$ cat src/rtl/conv_operand_fetch.sv
// Operand sequencer for the convolution MAC: walks y, x, oc, ic, ky, kx over one column strip,
// fetches activation (strip memory, halo cache or zero pad) and weight, and streams them out.
module conv_operand_fetch #(
  parameter int DATA_WIDTH  = 16,
  parameter int FMAP_H      = 128,
  parameter int FMAP_W      = 1024,
  parameter int TILE_W      = 64,
  parameter int IN_CH       = 2,
  parameter int OUT_CH      = 16,
  parameter int KERNEL_SIZE = 3,
  localparam int HALO = KERNEL_SIZE / 2,
  localparam int ICB  = $clog2(IN_CH),
  localparam int OCB  = $clog2(OUT_CH),
  localparam int XW   = $clog2(FMAP_W),
  localparam int YW   = $clog2(FMAP_H),
  localparam int TW   = $clog2(TILE_W),
  localparam int KW   = $clog2(KERNEL_SIZE),
  localparam int HXW  = ($clog2(HALO) > 1) ? $clog2(HALO) : 1,
  localparam int ICW  = ICB + 1,
  localparam int OCW  = OCB + 1,
  localparam int IAW  = $clog2(IN_CH * FMAP_H * TILE_W),
  localparam int HAW  = ICB + 1 + YW + HXW,
  localparam int KAW  = ICB + 2 * KW + OCB
) (
  input  logic                  clk,
  input  logic                  arst_n_in,
  input  logic                  start,
  input  logic [ICW-1:0]        cfg_in_ch,
  input  logic [OCW-1:0]        cfg_out_ch,
  input  logic [XW-1:0]         cfg_x0,
  output logic                  running,
  output logic                  done,
  output logic                  cfg_err,
  output logic                  in_re,
  output logic [IAW-1:0]        in_addr,
  input  logic [DATA_WIDTH-1:0] in_q,
  output logic                  halo_re,
  output logic [HAW-1:0]        halo_addr,
  input  logic [DATA_WIDTH-1:0] halo_q,
  output logic                  kern_re,
  output logic [KAW-1:0]        kern_addr,
  input  logic [DATA_WIDTH-1:0] kern_q,
  output logic                  op_valid,
  input  logic                  op_ready,
  output logic [DATA_WIDTH-1:0] op_a,
  output logic [DATA_WIDTH-1:0] op_b,
  output logic                  op_first,
  output logic                  op_last,
  output logic [XW-1:0]         op_x,
  output logic [YW-1:0]         op_y,
  output logic [OCB-1:0]        op_ch
);

  typedef enum logic [1:0] {IDLE, RUN, DRAIN} state_t;
  typedef enum logic [1:0] {SRC_ZERO, SRC_IN, SRC_HALO} src_t;

  state_t state;

  logic [KW-1:0]  cnt_kx, cnt_ky;
  logic [ICB-1:0] cnt_ic;
  logic [OCB-1:0] cnt_oc;
  logic [XW-1:0]  cnt_x;
  logic [YW-1:0]  cnt_y;
  logic [ICW-1:0] lat_in_ch;
  logic [OCW-1:0] lat_out_ch;
  logic [XW-1:0]  lat_x0, lat_x_end;

  logic           s1_v, s1_in_re, s1_halo_re, s1_first, s1_last;
  src_t           s1_src;
  logic [XW-1:0]  s1_x;
  logic [YW-1:0]  s1_y;
  logic [OCB-1:0] s1_oc;
  logic           s2_v, s2_first, s2_last;
  src_t           s2_src;
  logic [XW-1:0]  s2_x;
  logic [YW-1:0]  s2_y;
  logic [OCB-1:0] s2_oc;

  logic           idle, stall, legal, issue_en, tap_last, side;
  logic           kx_l, ky_l, ic_l, oc_l, x_l, y_l;
  logic [KW-1:0]  c_kx, c_ky, n_kx, n_ky;
  logic [ICB-1:0] c_ic, n_ic;
  logic [OCB-1:0] c_oc, n_oc;
  logic [XW-1:0]  c_x, n_x, c_x0, c_x_end, x_end_cfg;
  logic [YW-1:0]  c_y, n_y;
  logic [ICW-1:0] c_in_ch;
  logic [OCW-1:0] c_out_ch;
  logic [31:0]    strip_end;
  logic signed [31:0] yi, xi, x0s, hx;
  src_t           src;
  logic [IAW-1:0] ia;
  logic [HAW-1:0] ha;
  logic [KAW-1:0] ka;

  assign stall   = op_valid & ~op_ready;
  assign in_re   = s1_in_re & ~stall;
  assign halo_re = s1_halo_re & ~stall;
  assign kern_re = s1_v & ~stall;

  // In IDLE the issue stage sees the first tap of the incoming config so the
  // start edge itself issues tap 0; counters then hold the next tap to issue.
  always_comb begin
    idle      = (state == IDLE);
    strip_end = 32'(cfg_x0) + 32'(TILE_W);
    x_end_cfg = (strip_end > 32'(FMAP_W)) ? XW'(FMAP_W - 1) : XW'(strip_end - 32'd1);
    legal     = (cfg_in_ch != '0) && (cfg_in_ch <= ICW'(IN_CH)) &&
                (cfg_out_ch != '0) && (cfg_out_ch <= OCW'(OUT_CH));
    c_kx      = idle ? '0 : cnt_kx;
    c_ky      = idle ? '0 : cnt_ky;
    c_ic      = idle ? '0 : cnt_ic;
    c_oc      = idle ? '0 : cnt_oc;
    c_x       = idle ? cfg_x0 : cnt_x;
    c_y       = idle ? '0 : cnt_y;
    c_x0      = idle ? cfg_x0 : lat_x0;
    c_x_end   = idle ? x_end_cfg : lat_x_end;
    c_in_ch   = idle ? cfg_in_ch : lat_in_ch;
    c_out_ch  = idle ? cfg_out_ch : lat_out_ch;
    issue_en  = ~stall & ((state == RUN) | (idle & start & legal));

    kx_l = (c_kx == KW'(KERNEL_SIZE - 1));
    ky_l = (c_ky == KW'(KERNEL_SIZE - 1));
    ic_l = (ICW'(c_ic) == c_in_ch - ICW'(1));
    oc_l = (OCW'(c_oc) == c_out_ch - OCW'(1));
    x_l  = (c_x == c_x_end);
    y_l  = (c_y == YW'(FMAP_H - 1));
    tap_last = kx_l & ky_l & ic_l & oc_l & x_l & y_l;

    n_kx = kx_l ? '0 : c_kx + 1'b1;
    n_ky = kx_l ? (ky_l ? '0 : c_ky + 1'b1) : c_ky;
    n_ic = (kx_l & ky_l) ? (ic_l ? '0 : c_ic + 1'b1) : c_ic;
    n_oc = (kx_l & ky_l & ic_l) ? (oc_l ? '0 : c_oc + 1'b1) : c_oc;
    n_x  = (kx_l & ky_l & ic_l & oc_l) ? (x_l ? c_x0 : c_x + 1'b1) : c_x;
    n_y  = (kx_l & ky_l & ic_l & oc_l & x_l) ? c_y + 1'b1 : c_y;

    yi   = $signed(32'(c_y)) + $signed(32'(c_ky)) - HALO;
    xi   = $signed(32'(c_x)) + $signed(32'(c_kx)) - HALO;
    x0s  = $signed(32'(c_x0));
    src  = SRC_ZERO;
    side = 1'b0;
    hx   = '0;
    if (yi >= 0 && yi < FMAP_H && xi >= 0 && xi < FMAP_W) begin
      if (xi >= x0s && xi < x0s + TILE_W) begin
        src = SRC_IN;
      end else if (xi < x0s) begin
        src = SRC_HALO;
        hx  = xi - x0s + HALO;
      end else begin
        src  = SRC_HALO;
        side = 1'b1;
        hx   = xi - x0s - TILE_W;
      end
    end
    ia = {c_ic, YW'(yi), TW'(xi - x0s)};
    ha = {c_ic, side, YW'(yi), HXW'(hx)};
    ka = {c_ic, c_ky, c_kx, c_oc};
  end

  always_ff @(posedge clk or negedge arst_n_in) begin
    if (!arst_n_in) begin
      state <= IDLE;
      running <= 1'b0; done <= 1'b0; cfg_err <= 1'b0;
      cnt_kx <= '0; cnt_ky <= '0; cnt_ic <= '0; cnt_oc <= '0; cnt_x <= '0; cnt_y <= '0;
      lat_in_ch <= '0; lat_out_ch <= '0; lat_x0 <= '0; lat_x_end <= '0;
      s1_v <= 1'b0; s1_in_re <= 1'b0; s1_halo_re <= 1'b0; s1_src <= SRC_ZERO;
      s1_first <= 1'b0; s1_last <= 1'b0; s1_x <= '0; s1_y <= '0; s1_oc <= '0;
      in_addr <= '0; halo_addr <= '0; kern_addr <= '0;
      s2_v <= 1'b0; s2_src <= SRC_ZERO; s2_first <= 1'b0; s2_last <= 1'b0;
      s2_x <= '0; s2_y <= '0; s2_oc <= '0;
      op_valid <= 1'b0; op_a <= '0; op_b <= '0; op_first <= 1'b0; op_last <= 1'b0;
      op_x <= '0; op_y <= '0; op_ch <= '0;
    end else begin
      done    <= 1'b0;
      cfg_err <= 1'b0;
      if (!stall) begin
        op_valid <= s2_v;
        if (s2_v) begin
          unique case (s2_src)
            SRC_IN:   op_a <= in_q;
            SRC_HALO: op_a <= halo_q;
            default:  op_a <= '0;
          endcase
          op_b <= kern_q;
          op_first <= s2_first; op_last <= s2_last;
          op_x <= s2_x; op_y <= s2_y; op_ch <= s2_oc;
        end
        s2_v <= s1_v; s2_src <= s1_src; s2_first <= s1_first; s2_last <= s1_last;
        s2_x <= s1_x; s2_y <= s1_y; s2_oc <= s1_oc;
        s1_v       <= issue_en;
        s1_in_re   <= issue_en & (src == SRC_IN);
        s1_halo_re <= issue_en & (src == SRC_HALO);
        if (issue_en) begin
          in_addr <= ia; halo_addr <= ha; kern_addr <= ka;
          s1_src <= src;
          s1_first <= (c_ic == '0) && (c_ky == '0) && (c_kx == '0);
          s1_last <= ic_l & ky_l & kx_l;
          s1_x <= c_x; s1_y <= c_y; s1_oc <= c_oc;
          cnt_kx <= n_kx; cnt_ky <= n_ky; cnt_ic <= n_ic;
          cnt_oc <= n_oc; cnt_x <= n_x; cnt_y <= n_y;
        end
      end
      case (state)
        IDLE: if (start) begin
          if (legal) begin
            state <= RUN;
            running <= 1'b1;
            lat_in_ch <= cfg_in_ch; lat_out_ch <= cfg_out_ch;
            lat_x0 <= cfg_x0; lat_x_end <= x_end_cfg;
          end else begin
            cfg_err <= 1'b1;
          end
        end
        RUN: if (!stall && tap_last) state <= DRAIN;
        DRAIN: if (op_valid && op_ready && !s1_v && !s2_v) begin
          state <= IDLE;
          running <= 1'b0;
          done <= 1'b1;
        end
        default: state <= IDLE;
      endcase
    end
  end

endmodule
$ cat config.mk
export PLATFORM = sky130hd
export DESIGN_NAME = conv_operand_fetch
export DESIGN_NICKNAME = d
export VERILOG_FILES = /design/src/rtl/conv_operand_fetch.sv
export SDC_FILE = /design/constraint.sdc
export NUM_CORES = 1
export LEC_CHECK = 0
export BUFFER_PORTS_ARGS = -buffer_cell sky130_fd_sc_hd__buf_2
export CORE_MARGIN = 8
export CORE_UTILIZATION = 23
export CTS_CLUSTER_SIZE = 12
export DETAILED_ROUTE_END_ITERATION = 10
export GPL_ROUTABILITY_DRIVEN = 0
export SLEW_MARGIN = 30
export SYNTH_ARGS = -nofsm -noshare
export SYNTH_HDL_FRONTEND = slang
export SYNTH_SLANG_ARGS = --single-unit
$ cat constraint.sdc
create_clock -name clk -period 10.2 [get_ports clk]
set_input_delay 1.02 -clock clk [delete_from_list [all_inputs] [get_ports clk]]
set_output_delay 1.02 -clock clk [all_outputs]
set_load 0.01 [all_outputs]
==> results of run 1 <==
==> layer usage <==
metal  track usage [%]  vias up  routed length (um)
li1                  -     3887                   -
met1              13.9     3919               12600
met2              17.8      212               13100
met3              2.58       24                1700
met4              2.90        2                 400
met5                 0        -                  10
==> logic make-up after synthesis <==
logic type / Yosys count / synth area share [%]
compound gates: 240 / 15.1
xor+xnor: 52 / 4.48
fa+ha+maj: 55 / 7.00
buf+inv: 100 / 4.19
flops: 188 / 46.3
mux: 73 / 7.96
simple gates: 330 / 15.0
==> tightest hold or removal path: stages, from the launching register on <==
cell and delay, ns:
dfrtp_1 0.34, nand2_1 0.05, nand2_1 0.05
==> through the flow <==
step	total power (W)	area (sq um)	worst slack, ns
2_1_floorplan	0.00264	10200	5.58
3_3_place_gp	0.00320	11500	5.41
3_5_place_dp	0.00325	11500	5.36
4_1_cts	0.00398	12100	5.56
5_1_grt	0.00430	12200	5.09
6_report	0.00394	12200	5.49
==> state kept, by name (all words and copies together), names as in the netlist, 5 cells and up <==
register / cells
lat_out_ch: 5
op_b: 16
cnt_y: 7
in_addr: 14
lat_x0: 10
op_a: 16
op_x: 10
s1_x: 10
s2_x: 10
lat_x_end: 10
s2_y: 7
kern_addr: 8
cnt_x: 10
s1_y: 7
op_y: 7
==> layout make-up <==
cell class                 instances  area [sq um]
fill                            4654         31800
multi-input combinational        750          5040
sequential                       188          4700
timing repair buffer             173           925
tap                              592           741
clock buffer                      19           443
clock inverter                    13           176
inverter                          36           135
antenna                            1          2.50
==> report_power, final <==
part	switching [W]	internal (W)
sequential	0.000167	0.000985
clock	0.000314	0.000400
combinational	0.00121	0.000866
==> cells in the mapped netlist, types with 6 or more instances <==
library cell and instances:
nand2_1 192, dfrtp_1 188, o21ai_0 72, mux2_2 61
ha_1 52, a21oi_1 50, clkbuf_1 40, nor2_1 38
inv_1 36, a21o_1 27, xnor2_1 27, xor2_1 25
a22oi_1 24, o31ai_1 21, and2_1 14, nand3_1 13
nor3_1 12, mux2i_1 11, nand2b_1 10, buf_4 9
buf_1 7, buf_2 7, nand4_1 7, or3_1 7
nor4_1 6, o21a_1 6
==> path summary, 6_finish.rpt <==
kind / to / startpoint
worst max-delay path: halo_addr[0] / state[1]
worst min-delay path: s2_x[6] / s2_x[6]
worst max register to register: halo_addr[0] / state[1]
worst min register to register: s2_x[6] / s2_x[6]
max in group asynchronous: cnt_x[8] / arst_n_in
min in group asynchronous: op_ch[2] / arst_n_in
==> results.sh, run 1 <==
export IMPL_htreeDepth=4
export IMPL_ys_flop_type="dfrtp_1"
export IMPL_syn_nets=1162
export IMPL_drive_gt1_share_pct=23.8
export IMPL_areaGrowthSynthToFinish_pct=19.8
export IMPL_num_rows=77
export IMPL_skew_ns=0.0109
export IMPL_worstPathArrival_ns=5.04
export IMPL_fin_cells=1772
export IMPL_crit_path_max_incr_delay_ns=0.45
export IMPL_cts_clk_slew_worst_paths_ns=0.08
export IMPL_avgSynthCellArea_sq_um=9.78
export IMPL_rsz0062_at_grt="no"
export IMPL_cap_violations=0
export IMPL_nNetsFinal=1290
export IMPL_via_per_inst=4.54
export IMPL_synth_edff_count=0
export IMPL_io_pins=164
export IMPL_path_max_fanout=28
export IMPL_drt_total_wl_um=27800
export IMPL_leakagePower_nw=5.90
export IMPL_path_depth=19
export IMPL_grt_pass1_vias=7756
export IMPL_cts_sinks=188
export IMPL_slowest_stage="dfrtp_1"
export IMPL_finalSetupTns_ns=0
export IMPL_synth_cell_types=66
export IMPL_drtAntennaViolNets=0
export IMPL_coreArea_sq_um=43900
export IMPL_layout_common_cells="nand2_1, dfrtp_1, buf_2"
export IMPL_postSynth_asyncResetShare_pct=100
export IMPL_cts_resized=0
export IMPL_final_core_util_pct=27.7
export IMPL_cts_root_buf="clkbuf_16"
export IMPL_die_h_um=226
export IMPL_start_kind="flip-flop"
export IMPL_path_class="flip-flop to flip-flop"
export IMPL_cts_buffers=17
export IMPL_clkLatencyLatePin_ns=0.45
export IMPL_critical_path_buf_inv_count=2
export IMPL_period_share_pct=46.2
export IMPL_fmax_mhz=212
export IMPL_cts_setup_buffers=0
export IMPL_cp_end_kind="flip-flop"
export IMPL_ir_drop_mv=0.203
export IMPL_grtUsageTotal_pct=10.7
export IMPL_die_w_um=226
export IMPL_hold_path_class="flip-flop to flip-flop"
export IMPL_drt_iter0_drc=583
export IMPL_final_common_cell="nand2_1"
export IMPL_firstDrtPassIters=5
export IMPL_synth_area_sq_um=10200
export IMPL_slew_headroom_pct=41.4
export IMPL_synth_top_area_share_pct=46.3
export IMPL_ys_warn_count=0
export IMPL_dp_cells=1738
export IMPL_grt_pass1_wl_um=43800
export IMPL_hold_slack_ns=0.468
export IMPL_required_ns=10.52
export IMPL_grt_start_max_net_pins=112
export IMPL_r2r_slack_ns=5.49
export IMPL_clk_path_buf_depth=2
export IMPL_port_buffers=163
export IMPL_finalSetupViolCount=0
export IMPL_powerDensity_nw_per_um2=324
export IMPL_critical_path_cell_chain="nor2_2 > buf_4 > mux2i_1 > ha_1 > inv_1 > ha_1 > fa_1 > a21o_1 > a21oi_1 > o21ai_0 > o41ai_1 > xor2_1 > ha_1 > a21oi_1 > nand2_1 > a21oi_1 > o21ai_0 > a31oi_1 > o41ai_1"
export IMPL_route_detailed_drc=0
export IMPL_finalMaxSlewViolations=0
export IMPL_dp_hpwl_um=20600
export IMPL_period_needed_ns=4.71
export IMPL_synth_seq_cells=188
export IMPL_synth_area_leaders="dfrtp_1, nand2_1, mux2_2"
export IMPL_timing_hold_violations_final=0
export IMPL_antenna_found_initial=2
export IMPL_postSynthCellCount=1038
export IMPL_status="finished, final reports clean"
export IMPL_synth_area_leader_cell="dfrtp_1"
export IMPL_drt_wirelength_per_cell_um=15.7
export IMPL_die_area_sq_um=51100
export IMPL_reg2reg_depth=19
export IMPL_hold_depth=2
export IMPL_vias=8044
export IMPL_cts_hold_buf=0
export IMPL_crit_family="compound AO/OA/AOI/OAI gates"
export IMPL_tightest_slew_ns=0.879
export IMPL_tritoncts="built"
export IMPL_initial_utilization_pct=23.1
export IMPL_overflow=0
export IMPL_yosysSeqAreaShare_pct=46.3
(Power assumes the default switching activity.)
==> run 2: changes to the inputs <==
--- a/config.mk
+++ b/config.mk
@@ -5,6 +5,7 @@
 export SDC_FILE = /design/constraint.sdc
 export NUM_CORES = 1
 export LEC_CHECK = 0
+export ABC_AREA = 1
 export BUFFER_PORTS_ARGS = -buffer_cell sky130_fd_sc_hd__buf_2
 export CORE_MARGIN = 8
 export CORE_UTILIZATION = 23
==> constraint.sdc (replaced) <==
create_clock -name clk -period 3.9 [get_ports clk]
set_input_delay 0.39 -clock clk [delete_from_list [all_inputs] [get_ports clk]]
set_output_delay 0.39 -clock clk [all_outputs]
set_load 0.01 [all_outputs]
==> run 2 against run 1 <==
  * Via count grew 15%
  * Fmax grew 31%
  * Critical path type unchanged
  * Total power rose to 2.9 times the previous value
  * Largest power group unchanged
==> results.sh, run 2 <==
export IMPL_antenna_found_initial=4
export IMPL_fmax_mhz=277
export IMPL_top_regs="op_a (16), op_b (16), in_addr (14)"
export IMPL_place_area_sq_um=12200
export IMPL_powerDensity_nw_per_um2=879
export IMPL_num_rows=79
export IMPL_status="finished, final reports clean"
export IMPL_synth_area_leader_cell="dfrtp_1"
export IMPL_postSynth_asyncResetShare_pct=100
export IMPL_synth_area_sq_um=10700
export IMPL_leakagePower_nw=6.59
export IMPL_period_share_pct=92.6
export IMPL_clk_path_buf_depth=2
export IMPL_worstPathArrival_ns=3.91
export IMPL_route_detailed_drc=0
export IMPL_coreArea_sq_um=46200
export IMPL_dp_hpwl_um=23800
export IMPL_die_h_um=232
export IMPL_port_buffers=163
export IMPL_overflow=0
export IMPL_grt_start_max_net_pins=99
export IMPL_syn_nets=1480
export IMPL_firstDrtPassIters=5
export IMPL_areaGrowthSynthToFinish_pct=21.3
export IMPL_drt_total_wl_um=31000
export IMPL_layout_common_cells="nand2_1, dfrtp_1, buf_2"
export IMPL_synth_top_area_share_pct=44.0
export IMPL_synth_seq_cells=188
export IMPL_synth_area_leaders="dfrtp_1, nand2_1, ha_1"
export IMPL_clkLatencyLatePin_ns=0.44
export IMPL_ys_warn_count=0
export IMPL_cts_sinks=188
export IMPL_ys_flop_type="dfrtp_1"
export IMPL_place_ws_ns=0.125
export IMPL_timing_hold_violations_final=0
export IMPL_drt_wirelength_per_cell_um=14.6
export IMPL_cap_violations=0
export IMPL_finalSetupTns_ns=0
export IMPL_period_needed_ns=3.61
export IMPL_postSynthCellCount=1356
export IMPL_cp_end_kind="flip-flop"
export IMPL_fill_cells=4924
export IMPL_hold_path_class="primary input to async pin"
export IMPL_grtUsageTotal_pct=11.5
export IMPL_synth_edff_count=0
export IMPL_slew_headroom_pct=38.2
export IMPL_tritoncts="built"
export IMPL_path_max_fanout=7
export IMPL_required_ns=4.20
export IMPL_io_pins=164
export IMPL_via_per_inst=4.36
export IMPL_drtAntennaViolNets=0
export IMPL_finalMaxSlewViolations=0
export IMPL_drive_gt1_share_pct=20.1
export IMPL_synthMostInstantiatedCell="nand2_1"
export IMPL_tightest_slew_ns=0.927
export IMPL_htreeDepth=4
export IMPL_nNetsFinal=1635
export IMPL_grt_pass1_vias=9072
export IMPL_synth_cell_types=52
export IMPL_start_kind="flip-flop"
export IMPL_ys_top_cells_by_count="nand2_1, dfrtp_1, inv_1"
export IMPL_vias=9283
export IMPL_skew_ns=0.0129
export IMPL_ir_drop_mv=0.449
export IMPL_die_area_sq_um=53600
export IMPL_path_class="flip-flop to flip-flop"
export IMPL_drt_iter0_drc=630
export IMPL_final_common_cell="nand2_1"
export IMPL_cts_buffers=17
export IMPL_cts_clk_slew_worst_paths_ns=0.08
export IMPL_yosysSeqAreaShare_pct=44.0
export IMPL_avgSynthCellArea_sq_um=7.88
export IMPL_fin_ws_ns=0.288
export IMPL_grt_pass1_wl_um=50200
export IMPL_antenna_cells=0
export IMPL_finalSetupViolCount=0
export IMPL_final_area_sq_um=13000
export IMPL_cts_root_buf="clkbuf_16"
export IMPL_die_w_um=232
export IMPL_initial_utilization_pct=23.1
export IMPL_final_core_util_pct=28.1
-- run 2: cell types whose count changed after synthesis, sizes merged, moves of 24 or more --
cell	previous run	this run
o21ai	74	141
mux2	62	0
nand3	14	77
inv	36	174
a22oi	24	0
nor2	38	82
a21o	27	1
nand2	192	412
-- run 2: cells by family (layout without fill, tap and decap cells) --
group	Yosys count	after routing	synth area share [%]
buffers and inverters	232	400	9.11
AOI/OAI and AO/OA	231	231	12.8
xor gates and xnor gates	33	33	2.78
adders and majority gates	55	55	6.65
and+or+nand+nor	617	617	24.6
DFF	188	188	44.0
-- run 2: layout make-up --
| type | count | area [sq um] | area share [%] |
|---|---|---|---|
| flip-flops and latches | 188 | 4710 | 36.3 |
| well taps | 607 | 759 | 5.86 |
| multi-input cells | 936 | 5140 | 39.7 |
| repair buffers | 194 | 1090 | 8.45 |
| clock inverters | 14 | 176 | 1.36 |
| inverters | 174 | 653 | 5.04 |
| clock buffers | 18 | 429 | 3.31 |
-- run 2: final timing paths --
| check | end | start | slack, ns | cells past startpoint |
|---|---|---|---|---|
| hold reg to reg | op_b[14] | op_b[14] | 0.47 | 2 |
| setup reg to reg | s1_halo_re | state[0] | 0.29 | 24 |
| max in group asynchronous | state[1] | arst_n_in | 2.92 | 2 |
| hold / removal | op_b[14] | arst_n_in | 0.03 | 1 |
| min in group clk | op_b[11] | kern_q[11] | 0.16 | 3 |
| setup / recovery | s1_halo_re | state[0] | 0.29 | 24 |
-- run 2: critical path, cell delays in order (launching register included) --
cell	delay, ns
dfrtp_1	0.43
inv_2	0.08
nand2_4	0.12
nor2_2	0.06
a21oi_2	0.19
inv_2	0.06
nand2_1	0.07
nand2_1	0.06
ha_2	0.20
fa_2	0.39
nand3_1	0.11
nand2_2	0.08
a21oi_2	0.15
xor2_1	0.19
inv_2	0.08
ha_4	0.27
inv_1	0.05
nor3_1	0.28
nand3_1	0.14
nand2_2	0.10
nand2_2	0.07
nand2_2	0.09
nand2_1	0.08
nand2_1	0.08
o21ai_0	0.08
-- run 2: per-stage QoR --
step                      total power (W)  instances  hold slack (ns)
after floorplan                   0.00744       1356           0.0944
after global placement            0.00916       2091            0.450
after detailed placement          0.00931       2091            0.455
after CTS                          0.0111       2123           0.0462
after global routing               0.0125       2131           0.0786
final                              0.0114       2131           0.0318
-- run 2: per-layer routing --
metal	wire length, um	track usage, %	vias up
met5	52	0	-
met4	586	3.23	8
met3	1850	2.68	38
met2	14200	18.5	226
met1	14400	15.3	4354
li1	-	-	4657
-- run 2: repair_timing --
item,in CTS,in global routing
setup endpoints to repair,0,6
hold buffers,0,0
setup buffers,0,8
hold endpoints to repair,0,0
gates resized for setup,0,32
-- run 2: power breakdown --
part	switching, W	internal [W]
Combinational	0.00414	0.00246
Sequential	0.000374	0.00265
Clock	0.000849	0.000921
